[src/rtl/regfile_mp.sv]
// Dual-write, dual-read register file with bypass, write-port priority,
// optional hard-wired zero entry and a sequential clear engine.
module regfile_mp #(
    parameter int unsigned DATA_W   = 32,
    parameter int unsigned DEPTH    = 32,
    parameter int unsigned ADDR_W   = 5,
    parameter int unsigned ZERO_REG = 1,
    parameter int unsigned BYPASS   = 1
) (
    input  logic              clk,
    input  logic              rst,
    input  logic [ADDR_W-1:0] src1,
    input  logic [ADDR_W-1:0] src2,
    input  logic [ADDR_W-1:0] dst0,
    input  logic [DATA_W-1:0] wData0,
    input  logic              writeEnable0,
    input  logic [ADDR_W-1:0] dst1,
    input  logic [DATA_W-1:0] wData1,
    input  logic              writeEnable1,
    input  logic              clr,
    output logic [DATA_W-1:0] data1,
    output logic [DATA_W-1:0] data2,
    output logic              ready
);

    typedef enum logic {
        ST_CLEAR = 1'b0,
        ST_IDLE  = 1'b1
    } state_e;

    state_e            state_q, state_d;
    logic [ADDR_W-1:0] idx_q, idx_d;
    logic [DATA_W-1:0] mem_q [DEPTH];

    logic wr_en;
    logic clr_en;
    logic we0_ok;
    logic we1_ok;

    // An address is usable if it maps to a real entry and is not the zero register.
    function automatic logic addr_ok(input logic [ADDR_W-1:0] a);
        return (32'(a) < DEPTH) && !((ZERO_REG != 0) && (a == '0));
    endfunction

    assign wr_en  = rst && (state_q == ST_IDLE);
    assign clr_en = rst && (state_q == ST_CLEAR);
    assign we0_ok = writeEnable0 && wr_en && addr_ok(dst0);
    assign we1_ok = writeEnable1 && wr_en && addr_ok(dst1);
    assign ready  = (state_q == ST_IDLE);

    always_ff @(posedge clk) begin
        if (!rst) begin
            state_q <= ST_CLEAR;
            idx_q   <= '0;
        end else begin
            state_q <= state_d;
            idx_q   <= idx_d;
        end
    end

    always_comb begin
        state_d = state_q;
        idx_d   = idx_q;
        case (state_q)
            ST_CLEAR: begin
                idx_d = idx_q + ADDR_W'(1);
                if (idx_q == ADDR_W'(DEPTH - 1)) begin
                    state_d = ST_IDLE;
                    idx_d   = '0;
                end
            end
            ST_IDLE: begin
                if (clr) begin
                    state_d = ST_CLEAR;
                    idx_d   = '0;
                end
            end
            default: begin
                state_d = ST_CLEAR;
                idx_d   = '0;
            end
        endcase
    end

    // Clear engine overrides writes; port 1 beats port 0 on the same entry.
    always_ff @(posedge clk) begin
        for (int i = 0; i < int'(DEPTH); i++) begin
            if (clr_en && (idx_q == ADDR_W'(i))) begin
                mem_q[i] <= '0;
            end else if (we1_ok && (dst1 == ADDR_W'(i))) begin
                mem_q[i] <= wData1;
            end else if (we0_ok && (dst0 == ADDR_W'(i))) begin
                mem_q[i] <= wData0;
            end
        end
    end

    function automatic logic [DATA_W-1:0] read_port(input logic [ADDR_W-1:0] src);
        logic [DATA_W-1:0] val;
        val = '0;
        if (state_q == ST_IDLE) begin
            if (addr_ok(src)) begin
                val = mem_q[src];
            end
            if (BYPASS != 0) begin
                if (we1_ok && (dst1 == src)) begin
                    val = wData1;
                end else if (we0_ok && (dst0 == src)) begin
                    val = wData0;
                end
            end
        end
        return val;
    endfunction

    always_comb begin
        data1 = '0;
        data1 = read_port(src1);
    end

    always_comb begin
        data2 = '0;
        data2 = read_port(src2);
    end

endmodule

[config.mk]
export PLATFORM = sky130hd
export DESIGN_NAME = regfile_mp
export DESIGN_NICKNAME = d
export VERILOG_FILES = /design/src/rtl/regfile_mp.sv
export SDC_FILE = /design/constraint.sdc
export NUM_CORES = 2
export LEC_CHECK = 0
export ABC_AREA = 0
export CORE_ASPECT_RATIO = 0.9
export CORE_MARGIN = 8
export CORE_UTILIZATION = 40
export CTS_CLUSTER_SIZE = 20
export DETAILED_ROUTE_END_ITERATION = 8
export PLACE_DENSITY_LB_ADDON = 0.3
export SYNTH_ARGS = -nofsm -noshare
export SYNTH_HDL_FRONTEND = slang
export SYNTH_SLANG_ARGS = --single-unit
[constraint.sdc]
create_clock -name clk -period 14.5 [get_ports clk]
set_input_delay 2.175 -clock clk [delete_from_list [all_inputs] [get_ports clk]]
set_output_delay 2.175 -clock clk [all_outputs]
set_load 0.01 [all_outputs]
==> flow_metrics.py <==
metrics = {
    "timing": {
        "max_freq_ghz": 0.104,
        "worst_hold_slack_ps": 593,
        "worst_slack_ps": 4880,
        "maxSlewViolCount": 0,
        "period_share_pct": 66.4,
        "min_period_ps": 9620,
        "final-hold-violation-count": 0,
        "relSlewSlack_pct": 1.38,
        "tns_ps": 0,
        "tightest_slew_ps": 1480,
        "skew_ps": 44.4,
        "setup_viol": 0,
        "rsz0062_at_grt": "false",
    },
    "status": {
        "status": "completed",
    },
    "critical_path": {
        "crit_type": "in2out",
        "critPathMaxFanout": 93,
        "crit_path_start": "src2[2]",
        "critPathRequiredTime_ps": 12320,
        "critPathArrivalTime_ps": 7450,
        "r2r_slack_ps": 10260,
        "end_kind": "primary output",
        "worstPathCellList": "buf_8 > buf_4 > buf_4 > mux4_2 > a22oi_1 > nand2_1 > a221oi_1 > a21oi_1 > clkdlybuf4s50_1",
        "max_stage_delay_ps": 1200,
        "r2r_cells": 5,
        "endpoint": "data2[13]",
        "reg2reg_from": "ready",
        "worstReg2RegEnd": "mem_q[15][6]",
        "critPathLaunchType": "input port",
        "crit_slowest_cell": "a221oi_1",
        "cpMostUsedCell": "buf_4",
    },
    "synth": {
        "async_flop_share_pct": 0,
        "synth_edf_count": 1024,
        "synth_compound_gate_area_share_pct": 22.2,
        "synthMostInstantiatedCell": "edfxtp_1",
        "ys_top_cells_by_count": "1,024 x edfxtp_1, 992 x a22o_1, 451 x mux4_2",
        "synth.distinct_cells": 63,
        "synthTopCellsByArea": "edfxtp_1 51%, mux4_2 17%, a22o_1 14%",
        "synth-simple-area-share_pct": 2.78,
        "synth_top_flop_cell": "edfxtp_1",
        "ys_seq_elements": 1030,
        "synth_xor_area_share_pct": 0.288,
        "syn_avg_cell_area_um2": 14.1,
        "yosysWarnings": 0,
        "seq_area_frac_synth_pct": 50.8,
        "syn-instance-count": 4305,
        "yosys.area.top_type": "edfxtp_1",
        "netlist_area_um2": 60800,
        "yosysTopAreaCellShare_pct": 50.6,
        "synth_fa_ha_area_share_pct": 0.123,
        "synth_top_family_by_area": "compound AO/OA/AOI/OAI gates",
        "synth_mux_area_share_pct": 18.9,
    },
    "min_path": {
        "hold_path_class": "reg2reg",
        "hold_start": "idx_q[1]",
    },
    "power": {
        "power.switching_mw": 1.64,
        "p_per_area_nw_per_um2": 96.5,
        "p_int_mw": 4.91,
        "p_leak_nw": 23.4,
        "ir_drop_uv": 92.0,
        "seqPwrFrac_pct": 49.7,
        "combPwrFrac_pct": 8.2,
        "total_power_mw": 6.54,
        "p_sw_share_pct": 25.0,
        "p_clk_share_pct": 42.1,
    },
    "placement": {
        "gp_congestion": 0.909,
        "place_ws_ps": 5310,
        "post-dp-hpwl_mm": 138,
        "dpl-instance-area_um2": 64400,
        "port_buffers": 153,
        "dp.cells": 5998,
    },
    "die": {
        "core_area_um2": 151000,
        "ios": 154,
        "die_x_um": 427,
        "die_area_um2": 165000,
        "initial_core_util_pct": 40.4,
        "die_h_um": 386,
        "core.rowCount": 135,
    },
    "detailed_routing": {
        "vias": 46400,
        "drc": 0,
        "wl_per_cell_um": 40.1,
        "avgViaCountPerCell": 7.48,
        "ant_nets": 0,
        "first_pass_iters": 8,
        "wl_mm": 249,
        "drt_iter0_drc": 7645,
    },
    "finish": {
        "finalNetCount": 4216,
        "layout-drive-gt1-share_pct": 24.6,
        "fin_area_um2": 67800,
        "layout-area-overhead-vs-synth_pct": 11.5,
        "final_core_util_pct": 45.0,
        "stdcell_count": 6205,
    },
    "cts": {
        "clockBufferDepth": 3,
        "clk_pin_slew_ps": 70,
        "cts_buffers": 107,
        "cts_tree": "yes",
        "cts_setup_buffers": 0,
        "cts_root_buf": "clkbuf_16",
        "ctsHoldBuffers": 0,
        "h-tree-depth": 3,
        "ctsResizeCount": 0,
        "clk_latency_ps": 760,
        "clock_sinks": 1030,
    },
    "run": {
        "drv_cap": 0,
    },
    "grt": {
        "grt_pass1_wl_mm": 344,
        "antenna_found_initial": 14,
        "grt_pass1_vias": 44700,
        "grt_max_degree": 128,
        "grtUsageTotal_pct": 29.2,
        "grt_overflow": 0,
    },
}
final cells by class:
class,instances,area [um2]
Timing Repair Buffer,357,3130
Inverter,36,135
Multi-Input combinational cell,2589,27800
Sequential cell,1030,30900
Antenna cell,11,27.5
Clock buffer,125,2810
Fill cell,13300,82900
Tap cell,1986,2480
Clock inverter,71,548
registers in the layout, summed over array words and instances, names as in the netlist:
register,flops
ready,1
idx_q,5
mem_q,1024
power groups by stage:
stage                     Sequential [mW]  Clock (mW)  Combinational (mW)
final                                3.25        2.75               0.539
after floorplan                      3.31           0               0.318
after detailed placement             3.31           0               0.518
after CTS                            3.25        2.76               0.519
after global placement               3.31           0               0.516
after global routing                 3.25        2.87               0.545
worst max-delay path, delay by kind of cell:
family / cells / cell delay [ps]
buffers and inverters: 4 / 2830
AO/OA/AOI/OAI: 3 / 1690
multiplexers: 1 / 410
AND/OR/NAND/NOR: 1 / 130
placed cells by master, fill, tap and decap left out, types with 12 or more instances in the layout:
cell type	n
o21ai_4	30
a22o_1	992
nor4_1	32
a21oi_1	126
mux2_2	93
o211ai_1	31
o221ai_1	31
a21o_1	32
clkinv_1	27
a22oi_1	128
edfxtp_1	1024
nand2_1	76
clkbuf_16	110
nor2_1	44
o21ai_0	68
conb_1	32
clkbuf_1	15
a211oi_1	62
a2111oi_4	30
mux2i_1	31
a31oi_1	32
nor2b_1	63
inv_1	36
buf_4	201
nor2_4	33
a221oi_1	32
nand2b_1	12
clkinv_2	27
o21ai_1	30
clkdlybuf4s50_1	147
mux4_2	451
logic make-up (layout without fill, tap and decap cells):
logic type,count (synthesis),count (layout)
AO/OA/AOI/OAI,1637,1637
XOR/XNOR,20,20
adder cells (fa/ha/maj),6,6
buffers and inverters,717,589
flip-flops,1030,1030
multiplexers,575,575
other,1,43
AND/OR/NAND/NOR,319,319
per-layer routing:
layer  global-route usage, %  share of wire, %  vias to the layer above
li1                        -                 -                    17700
met1                    37.8                35                    23400
met2                    42.9                43                     4364
met3                    10.3                15                      933
met4                    16.0               6.6                        4
met5                       0             0.011                        -
how the worst min path moves through the flow:
stage,endpoint,slack [ps],cells after the start
2_1_floorplan,idx_q[3],520,2
3_3_place_gp,idx_q[3],570,2
3_5_place_dp,idx_q[3],580,2
4_1_cts,idx_q[3],590,2
5_1_grt,idx_q[3],630,2
6_report,idx_q[3],590,2
(Power assumes the default switching activity.)
